**config.mk**
```make
export PLATFORM = sky130hd
export DESIGN_NAME = fetch_prefetch
export DESIGN_NICKNAME = d
export VERILOG_FILES = /design/src/rtl/core_general.sv /design/src/rtl/fetch_queue.sv /design/src/rtl/fetch_prefetch.sv
export SDC_FILE = /design/constraint.sdc
export NUM_CORES = 1
export LEC_CHECK = 0
export BUFFER_PORTS_ARGS = -buffer_cell sky130_fd_sc_hd__buf_2
export CAP_MARGIN = 40
export CORE_ASPECT_RATIO = 1.4
export CORE_MARGIN = 1.5
export CORE_UTILIZATION = 40
export CTS_CLUSTER_DIAMETER = 30
export DETAILED_ROUTE_END_ITERATION = 8
export PLACE_DENSITY_LB_ADDON = 0.3
export SETUP_SLACK_MARGIN = 0.02
export SYNTH_ARGS = -nofsm -noshare
export SYNTH_HDL_FRONTEND = slang
export SYNTH_SLANG_ARGS = --single-unit
```
**constraint.sdc**
```tcl
create_clock -name clk -period 5 [get_ports clk]
set_input_delay 0 -clock clk [delete_from_list [all_inputs] [get_ports clk]]
set_output_delay 0 -clock clk [all_outputs]
set_load 0.02 [all_outputs]
```
**src/rtl/core_general.sv**
```systemverilog
`default_nettype none
// ============================================================================
//  Package     : core_general
//  Description : Core-wide constants shared by the fetch path: datapath
//                width, reset vector, canonical NOP encoding and the
//                instruction alignment (log2 of instruction size in bytes).
//  Revision    : 1.0 - initial release
// ============================================================================
package core_general;

    localparam int          XLEN         = 32;
    localparam logic [31:0] RESET_VECTOR = 32'h0000_0000;
    localparam logic [31:0] NOP_INST     = 32'h0000_0013;  // addi x0, x0, 0
    localparam int          INST_ALIGN   = 2;

endpackage : core_general
`default_nettype wire

```
**src/rtl/fetch_queue.sv**
```systemverilog
`default_nettype none
// ============================================================================
//  Module      : fetch_queue
//  Description : Synchronous FIFO with push/pop/flush and count/empty/full
//                status. The head entry is presented combinationally on dout.
//                Flush has priority over push and pop in the same cycle.
//  Ports       : clk, rst_n (async, active-low)
//                push/din  - write one entry (ignored when full unless popping)
//                pop       - remove the head entry (ignored when empty)
//                flush     - discard all entries
//                dout      - head entry
//                count     - number of stored entries (0..DEPTH)
//                empty/full- status flags
//  Revision    : 1.0 - initial release
// ============================================================================
module fetch_queue #(
    parameter int WIDTH = 64,
    parameter int DEPTH = 4     // power of two, >= 2
) (
    input  logic                   clk,
    input  logic                   rst_n,
    input  logic                   push,
    input  logic [WIDTH-1:0]       din,
    input  logic                   pop,
    input  logic                   flush,
    output logic [WIDTH-1:0]       dout,
    output logic [$clog2(DEPTH):0] count,
    output logic                   empty,
    output logic                   full
);

    localparam int c_AW = $clog2(DEPTH);

    logic [WIDTH-1:0] r_mem [DEPTH];
    logic [c_AW-1:0]  r_wr_ptr;
    logic [c_AW-1:0]  r_rd_ptr;
    logic [c_AW:0]    r_count;
    logic             w_wr;
    logic             w_rd;

    assign empty = (r_count == '0);
    assign full  = (r_count == (c_AW+1)'(DEPTH));
    assign w_rd  = pop & ~empty;
    assign w_wr  = push & (~full | w_rd);
    assign dout  = r_mem[r_rd_ptr];
    assign count = r_count;

    // Pointers wrap naturally because DEPTH is a power of two.
    always_ff @(posedge clk or negedge rst_n) begin
        if (!rst_n) begin
            r_wr_ptr <= '0;
            r_rd_ptr <= '0;
            r_count  <= '0;
        end else if (flush) begin
            r_wr_ptr <= '0;
            r_rd_ptr <= '0;
            r_count  <= '0;
        end else begin
            if (w_wr) r_wr_ptr <= r_wr_ptr + c_AW'(1);
            if (w_rd) r_rd_ptr <= r_rd_ptr + c_AW'(1);
            r_count <= r_count + (c_AW+1)'(w_wr) - (c_AW+1)'(w_rd);
        end
    end

    // Storage carries no reset; validity is tracked by r_count.
    always_ff @(posedge clk) begin
        if (w_wr) r_mem[r_wr_ptr] <= din;
    end

endmodule : fetch_queue
`default_nettype wire

```
**src/rtl/fetch_prefetch.sv**
```systemverilog
`default_nettype none
// ============================================================================
//  Module      : fetch_prefetch
//  Description : Fetch stage with sequential prefetch. Owns the architectural
//                PC, issues requests to a variable-latency instruction memory
//                (req/gnt/rvalid), buffers responses in a QDEPTH-entry queue
//                and hands one instruction to Decode per phase_fetch.
//                A jump at WriteBack flushes the queue and discards all
//                responses still in flight.
//  Ports       : clk, rst_n (async, active-low)
//                phase_fetch / phase_writeback  - phase strobes from the FSM
//                jump_state_mf / regdata_for_pc - redirect request and target
//                imem_req/addr/gnt/rvalid/rdata - instruction memory port
//                curr_pc_fd/next_pc_fd/inst     - issued instruction to Decode
//                stall_fetch                    - fetch cannot complete
//                fetch_misalign/misalign_addr   - only with the macro below
//  Config      : FETCH_MISALIGN_TRAP_EN - trap on misaligned jump targets
//                (sticky flag, prefetch halts until reset). Without it the
//                target's low bits are cleared.
//  Revision    : 1.0 - initial release
// ============================================================================
module fetch_prefetch #(
    parameter int              XLEN         = core_general::XLEN,
    parameter int              AWIDTH       = 14,
    parameter logic [XLEN-1:0] RESET_VECTOR = XLEN'(core_general::RESET_VECTOR),
    parameter int              QDEPTH       = 4
) (
    input  logic              clk,
    input  logic              rst_n,
    input  logic              phase_fetch,
    input  logic              phase_writeback,
    input  logic              jump_state_mf,
    input  logic [XLEN-1:0]   regdata_for_pc,
    output logic              imem_req,
    output logic [AWIDTH-1:0] imem_addr,
    input  logic              imem_gnt,
    input  logic              imem_rvalid,
    input  logic [XLEN-1:0]   imem_rdata,
    output logic [XLEN-1:0]   curr_pc_fd,
    output logic [XLEN-1:0]   next_pc_fd,
    output logic [XLEN-1:0]   inst,
    output logic              stall_fetch
`ifdef FETCH_MISALIGN_TRAP_EN
    ,
    output logic              fetch_misalign,
    output logic [XLEN-1:0]   misalign_addr
`endif
);

    import core_general::*;

    localparam int              c_CW         = $clog2(QDEPTH) + 1;
    localparam logic [XLEN-1:0] c_STEP       = XLEN'(1 << INST_ALIGN);
    localparam logic [XLEN-1:0] c_ALIGN_MASK = ~XLEN'((1 << INST_ALIGN) - 1);

    logic [XLEN-1:0]   r_pc;            // architectural PC
    logic [XLEN-1:0]   r_pf_pc;         // next address to request
    logic [c_CW-1:0]   r_outstanding;   // granted, response not yet seen
    logic [c_CW-1:0]   r_discard;       // responses still to be dropped

    logic              w_flush;
    logic              w_halt;
    logic              w_credit;
    logic              w_gnt;
    logic              w_rsp_keep;
    logic              w_pop;
    logic [XLEN-1:0]   w_target;

    logic [2*XLEN-1:0] w_q_head;
    logic [c_CW-1:0]   w_q_count;
    logic              w_q_empty;
    logic              w_q_full;
    logic [XLEN-1:0]   w_tag_head;
    logic [c_CW-1:0]   w_tag_count;
    logic              w_tag_empty;
    logic              w_tag_full;
    logic              w_unused;

    assign w_flush = phase_writeback & jump_state_mf;

`ifdef FETCH_MISALIGN_TRAP_EN
    logic            r_misalign;
    logic [XLEN-1:0] r_misalign_addr;
    logic            w_misalign_jump;

    assign w_misalign_jump = w_flush & (regdata_for_pc[INST_ALIGN-1:0] != '0);
    assign w_target        = regdata_for_pc;
    assign w_halt          = r_misalign;
    assign fetch_misalign  = r_misalign;
    assign misalign_addr   = r_misalign_addr;

    // Sticky until reset; the first offending target is kept.
    always_ff @(posedge clk or negedge rst_n) begin
        if (!rst_n) begin
            r_misalign      <= 1'b0;
            r_misalign_addr <= '0;
        end else if (w_misalign_jump && !r_misalign) begin
            r_misalign      <= 1'b1;
            r_misalign_addr <= regdata_for_pc;
        end
    end
`else
    assign w_target = regdata_for_pc & c_ALIGN_MASK;
    assign w_halt   = 1'b0;
`endif

    // A slot is reserved for every outstanding request (including ones that
    // will be discarded), so the data queue can never overflow.
    assign w_credit   = ({1'b0, w_q_count} + {1'b0, r_outstanding})
                        < (c_CW+1)'(QDEPTH);
    // rst_n gating keeps req low while reset is held and lets the first
    // request go out in the very first cycle after release.
    assign imem_req   = rst_n & ~w_flush & ~w_halt & w_credit;
    assign imem_addr  = r_pf_pc[AWIDTH-1:0];
    assign w_gnt      = imem_req & imem_gnt;
    assign w_rsp_keep = imem_rvalid & (r_discard == '0);
    assign w_pop      = phase_fetch & ~w_q_empty & ~w_halt;
    assign stall_fetch = phase_fetch & (w_q_empty | w_halt);

    // Data queue: {pc_tag, instruction}. A response arriving with a flush
    // belongs to the old stream and is dropped by the flush priority.
    fetch_queue #(
        .WIDTH (2*XLEN),
        .DEPTH (QDEPTH)
    ) u_data_q (
        .clk   (clk),
        .rst_n (rst_n),
        .push  (w_rsp_keep),
        .din   ({w_tag_head, imem_rdata}),
        .pop   (w_pop),
        .flush (w_flush),
        .dout  (w_q_head),
        .count (w_q_count),
        .empty (w_q_empty),
        .full  (w_q_full)
    );

    // Tag FIFO: address of each kept outstanding request, oldest at head.
    // Tags of requests that will be discarded are cleared by the flush, so
    // dropped responses never pop it.
    fetch_queue #(
        .WIDTH (XLEN),
        .DEPTH (QDEPTH)
    ) u_tag_q (
        .clk   (clk),
        .rst_n (rst_n),
        .push  (w_gnt),
        .din   (r_pf_pc),
        .pop   (w_rsp_keep),
        .flush (w_flush),
        .dout  (w_tag_head),
        .count (w_tag_count),
        .empty (w_tag_empty),
        .full  (w_tag_full)
    );

    // Status bits the control logic has no use for.
    assign w_unused = ^{w_q_full, w_tag_count, w_tag_empty, w_tag_full};

    always_ff @(posedge clk or negedge rst_n) begin
        if (!rst_n) begin
            r_pc          <= RESET_VECTOR;
            r_pf_pc       <= RESET_VECTOR;
            r_outstanding <= '0;
            r_discard     <= '0;
            curr_pc_fd    <= '0;
            next_pc_fd    <= '0;
            inst          <= XLEN'(NOP_INST);
        end else begin
            if (phase_writeback)
                r_pc <= jump_state_mf ? w_target : r_pc + c_STEP;

            if (w_flush)
                r_pf_pc <= w_target;
            else if (w_gnt)
                r_pf_pc <= r_pf_pc + c_STEP;

            r_outstanding <= r_outstanding + c_CW'(w_gnt) - c_CW'(imem_rvalid);

            // Everything in flight at the jump is stale; a response landing
            // in the jump cycle itself is already being dropped.
            if (w_flush)
                r_discard <= r_outstanding - c_CW'(imem_rvalid);
            else if (imem_rvalid && (r_discard != '0))
                r_discard <= r_discard - c_CW'(1);

            if (w_pop) begin
                curr_pc_fd <= w_q_head[2*XLEN-1:XLEN];
                next_pc_fd <= w_q_head[2*XLEN-1:XLEN] + c_STEP;
                inst       <= w_q_head[XLEN-1:0];
            end
        end
    end

    // The instruction handed to Decode must be the one at the architectural PC.
    a_head_is_pc : assert property (@(posedge clk) disable iff (!rst_n)
        w_pop |-> (w_q_head[2*XLEN-1:XLEN] == r_pc));

endmodule : fetch_prefetch
`default_nettype wire

```
Yosys cells after proc, flatten, opt, wreduce, memory -nomap -nowiden. Memory sizes are Yosys's and may differ from the RTL's. Cells that the tools add are included.

$add $sub $neg: 15. Magnitude comparators: 1. Eq/ne operators: 2. Mux-type cells: 18. Bitwise gates (word level): 18. Reductions and logical operators: 11.

Operators with widths (count): adder 32 x 3 -> 32 bit, second input constant (2); 2-to-1 mux 32 bit (2); 2-to-1 mux 2 bit (8); 2-to-1 mux 3 bit (4); nonzero test 2 bit (6); subtractor 3 x 1 -> 3 bit (4); AND 1 bit (11); adder 3 x 1 -> 3 bit (3); logical NOT 3 bit (3); adder 2 x 1 -> 2 bit, second input constant (4); == test 3 bit, second input constant (2); NOT 1 bit (5); adder 3 x 3 -> 4 bit (1); < comparator 4 x 3 -> 1 bit, second input constant (1); 2-to-1 mux 1 bit (4); nonzero test 3 bit (1); subtractor 3 x 1 -> 3 bit, second input constant (1); OR 1 bit (2); logical AND 1 bit (1).

Register bits: 148. RAM bits: 384. Bits of input ports: 71. Output and inout bits: 112. Word-level logic and storage cells: 79. Memories: 2.

Memory list: u_data_q.r_mem (depth 4, bits a word 64, read ports 1, clocked after memory_dff 0, wr ports 1, line fetch_queue.sv:34) `logic [WIDTH-1:0] r_mem [DEPTH];`; u_tag_q.r_mem (depth 4, bits a word 32, read ports 1, clocked after memory_dff 0, wr ports 1, line fetch_queue.sv:34).

Longest topological paths before layout.
Depth after elaboration: 9. Gate-level depth with buffers: 14. Gate-level depth less buffers: 12.

Cells and area by module. Synthesis repeated with hierarchy kept, for this count alone.

Cells, all modules: 1349. Area total of the unflattened synthesis: 21415.5 sq um.

By module, submodules not included: fetch_queue at u_data_q (times used 1, cells an instance 378, area an instance 9711.8 sq um, sequential area each 7862.5 sq um); fetch_prefetch (times used 1, cells an instance 759, area an instance 6597.6 sq um, sequential area each 3256.9 sq um); fetch_queue at u_tag_q (times used 1, cells an instance 212, area an instance 5106.1 sq um, sequential area each 4018.9 sq um).

Worst setup path before layout. No wires, ideal clock.

Kind: register to register. Start point: register r_discard[0]. End point: memory u_data_q.r_mem[0][0] (enable). Library setup time: 0.426 ns. Arrival: 2.547 ns. Required time: 4.574 ns. Setup slack: 2.027 ns. Stages on the path, launching flop included: 6. Buffers on the path: 0. Clock period less this slack: 2.973 ns. Cells stage by stage: dfrtp_1 > inv_1 > ha_1 > nand3b_1 > nor2_1 > and2_1.

Longest elaborated chain between the ends: 5.

RTL lines: start, declared (line fetch_prefetch.sv:59) `logic [c_CW-1:0] r_discard;`; start signal, assigned (line fetch_prefetch.sv:183) `r_discard <= r_outstanding - c_CW'(imem_rvalid);`; start signal, assigned (line fetch_prefetch.sv:185) `r_discard <= r_discard - c_CW'(1);`; logical NOT 3 bit (line fetch_prefetch.sv:116) `assign w_rsp_keep = imem_rvalid & (r_discard == '0);`; AND 1 bit (line fetch_prefetch.sv:116); AND 1 bit (line fetch_queue.sv:44) `assign w_wr = push & (~full | w_rd);`; 2-to-1 mux 1 bit (line fetch_queue.sv:67) `if (w_wr) r_mem[r_wr_ptr] <= din;`; 2-to-1 mux 1 bit (not written as such) (line fetch_queue.sv:67); end, declared (line fetch_queue.sv:34).

Every way passes these cells.

Final worst setup path.
Start point: register r_outstanding[2]. End point: memory u_tag_q.r_mem[3][22] in the netlist's numbering (enable).

Longest elaborated chain between the ends: 7.

RTL lines: start, declared (line fetch_prefetch.sv:58) `logic [c_CW-1:0] r_outstanding;`; start signal, assigned (line fetch_prefetch.sv:178) `r_outstanding <= r_outstanding + c_CW'(w_gnt) - c_CW'(imem_rvalid);`; adder 3 x 3 -> 4 bit (line fetch_prefetch.sv:109) `assign w_credit = ({1'b0, w_q_count} + {1'b0, r_outstanding})`; < comparator 4 x 3 -> 1 bit (line fetch_prefetch.sv:110) `< (c_CW+1)'(QDEPTH);`; AND 1 bit (line fetch_prefetch.sv:113) `assign imem_req = rst_n & ~w_flush & ~w_halt & w_credit;`; AND 1 bit (line fetch_prefetch.sv:115) `assign w_gnt = imem_req & imem_gnt;`; AND 1 bit (line fetch_queue.sv:44); 2-to-1 mux 1 bit (line fetch_queue.sv:67); 2-to-1 mux 1 bit (not written as such) (line fetch_queue.sv:67); end, declared (line fetch_queue.sv:34).

Every way passes these cells.

==> impl_metrics.toml <==
[clock_tree]
clk_pin_slew_ns = 0.05
cts_buffers = 89
cts.sinks = 510
cts_tree = "yes"
clk_root_buffer_cell = "clkbuf_16"
htree_levels = 3
cts_buffer_depth = 3
clock_latency_ns = 0.63

[final_layout]
area_delta_synth_final_pct = 26.81
fin_nets = 1669
final_cell_area_um2 = 25880
final_core_utilization_pct = 51.50
n_antenna_cell = 0
fillCellCount = 4161
drive_gt1_share_pct = 27.53

[routing]
dr.pass1.iters = 7
drt_iter0_drc = 645
ant_nets = 0
wl_per_cell_um = 19.02
drcViolationCount = 15
drt_wl_total_um = 43590
vias = 11656
vias_per_cell = 5.086

[timing]
finalSetupTns_ns = 0
rsz0062_at_grt = "false"
setup_viol = 0
timing.fmax_mhz = 282.2
drv_slew = 0
tightest_slew_ns = 0.8102
slew_headroom_pct = 45.79
hold_violations = 0
skew_ns = 0.01986
holdWs_ns = 0.04148
finalCritPeriodShare_pct = 70.88
min_period_ns = 3.544

[yosys]
synth_compound_area_share_pct = 2.502
synth_area_leader_cell = "edfxtp_1"
yosys_warnings = 0
yosys.area_share.adder_pct = 1.643
synth_xor_area_share_pct = 2.103
async_reset_ff_share_pct = 27.84
yosys.area_share.simple_pct = 9.081
synth_area_um2 = 20410
synth.most_common_cell = "edfxtp_1"
synthFlopType = "edfxtp_1"
synth_top_family_by_area = "multiplexers"
syn_inst = 1282
ys_top_cells_by_count = "368 x edfxtp_1, 238 x nand2_1, 139 x dfrtp_1, 83 x mux4_2, 51 x o21ai_0"
synth_cell_type_count = 45
synth_enable_flop_cells = 368
netlist_top_cells_area = "edfxtp_1 54%, dfrtp_1 17%, mux4_2 9.2%"
yosysTopAreaCellShare_pct = 54.15
yosys-mux-area-fraction_pct = 10.47
ys_seq_area_share_pct = 71.59
avgSynthCellArea_um2 = 15.92
ys_ff_latch = 510

[worst_setup_path]
critPathLaunch = "r_outstanding[2]"
r2r-start = "r_outstanding[2]"
endpoint_kind = "flip-flop"
crit_end = "u_tag_q.r_mem[3][22]"
reg2reg_depth = 8
rrSetupSlack_ns = 1.46
worstReg2RegEnd = "u_tag_q.r_mem[3][22]"
arrival_ns = 3.83
crit_required_ns = 5.28
critPathLaunchType = "flip-flop"
setup.worst_path.class = "flip-flop to flip-flop"
crit_fanout = 20

[power_and_ir_drop]
irDropWorstVdd_mv = 0.3023
power.density_nw_per_um2 = 600.7
power.share.sequential_pct = 37.6
p_leak_nw = 9.704
swShare_pct = 31.71
power.share.combinational_pct = 23.6
power_switching_mw = 4.929
clockPowerShare_pct = 38.8
p_int_mw = 10.62

[grt]
grt_max_degree = 69
antenna_found_initial = 0
grt_pass1_vias = 12469
grtUsageMet1_pct = 21.19
grtUsageMet3_pct = 3.222
grt_pass1_wl_um = 69520
grt_overflow = 0
grt_busiest_layer = "met2"
use_met2_pct = 29.75
track_usage_pct = 17.10

[floorplan]
ios = 183
dieHeight_um = 270.2
placementRows = 97
die_x_um = 193.9
die-area_um2 = 52400
coreArea_um2 = 50250
start_util_pct = 40.61

[placed_design]
dpl_cell_area_um2 = 21970
gp_congestion = 0.7662
port_buffers = 174
dp_hpwl_um = 26730

[worst_hold_path]
holdCritPathClass = "input port to flip-flop"

[flow_run]
drv_cap = 0

[outcome]
outcome = "finished, violations left"
violations = "design-rule violations"
[routing by layer]
layer | part of all wire [%] | wire [um]
met4 | 2.3 | 986
met2 | 51 | 22340
met3 | 5.5 | 2388
met1 | 41 | 17880
met5 | 0 | 0
[state kept, by name, indices dropped and copies added (netlist names)]
register,flops
u_data_q.r_mem,248
u_tag_q.r_mem,120
inst,32
curr_pc_fd,30
next_pc_fd,30
r_pf_pc,30
r_discard,3
r_outstanding,3
u_data_q.count,3
u_tag_q.count,3
u_data_q.r_rd_ptr,2
u_data_q.r_wr_ptr,2
u_tag_q.r_rd_ptr,2
u_tag_q.r_wr_ptr,2
[worst min path at each step]
stage	from	to	slack, ns	depth (start not counted)
2_1_floorplan	rst_n	curr_pc_fd[10]	-0.30	0
3_3_place_gp	rst_n	curr_pc_fd[21]	-0.005	1
3_5_place_dp	rst_n	curr_pc_fd[21]	-0.002	1
4_1_cts	imem_gnt	r_pf_pc[3]	0.008	5
5_1_grt	imem_gnt	r_pf_pc[3]	0.08	5
6_report	imem_gnt	r_pf_pc[3]	0.04	5
[worst max-delay path: stages, from the launching register on]
cell,delay [ns]
dfrtp_1,0.42
ha_1,0.32
nor4b_1,0.33
and4_1,0.25
buf_4,0.25
inv_2,0.15
a31oi_1,0.48
and2_1,0.59
buf_4,0.40
[stage by stage]
stage / power, mW / worst slack, ns / instances
final: 15.54 / 1.456 / 2292
after global routing: 16.30 / 1.082 / 2292
after CTS: 15.72 / 1.415 / 2292
after detailed placement: 9.572 / 1.456 / 2043
after global placement: 9.422 / 1.491 / 2036
after floorplan: 8.354 / 2.027 / 1287
[logic make-up (layout without fill, tap and decap cells)]
| kind of cell | count (synthesis) | count (layout) |
|---|---|---|
| AOI/OAI and AO/OA | 89 | 89 |
| DFF | 510 | 510 |
| buffers and inverters | 108 | 470 |
| adders and majority gates | 25 | 25 |
| and+or+nand+nor | 405 | 405 |
| muxes | 95 | 95 |
| other | 1 | 6 |
| xor gates and xnor gates | 49 | 49 |
[power groups by stage]
stage	logic (mW)	clock network [mW]	registers, mW
CTS	3.72	6.13	5.86
global route	4.02	6.34	5.94
global placement	3.47	0	5.95
floorplan	2.17	0	6.19
finish	3.66	6.03	5.85
detailed placement	3.63	0	5.94
[cell usage in the layout, fill, tap and decap left out, types with 10 or more instances in the layout]
cell,netlist,final
a31oi_1,24,24
and2_1,19,14
buf_2,9,173
buf_4,20,12
clkbuf_16,0,89
clkinv_2,0,13
clkinvlp_4,0,10
dfrtp_1,139,135
dlygate4sd3_1,0,81
edfxtp_1,368,368
ha_1,22,22
inv_1,27,26
inv_6,0,12
mux4_2,83,83
nand2_1,238,238
nand3_1,20,20
nand4_1,21,21
nor2_1,44,44
o21ai_0,51,51
o31ai_1,10,10
or3_1,13,13
or4_1,11,11
xnor2_1,26,26
xor2_1,23,23
[area by class of cell]
class	count	area, um2	share of cell area [%]
sequential	510	14620	56.48
multi-input combinational	669	5305	20.50
clock buffer	101	2302	8.897
timing repair buffer	275	1976	7.635
tap	643	804.5	3.109
clock inverter	66	767.0	2.964
inverter	28	106.4	0.4110
[repair_timing]
action	4_1_cts	5_1_grt
hold buffers	82	0
buffers inserted	0	0
hold endpoints to repair	215	0
gates resized for setup	0	0
Power figures use the tool's default switching activity.
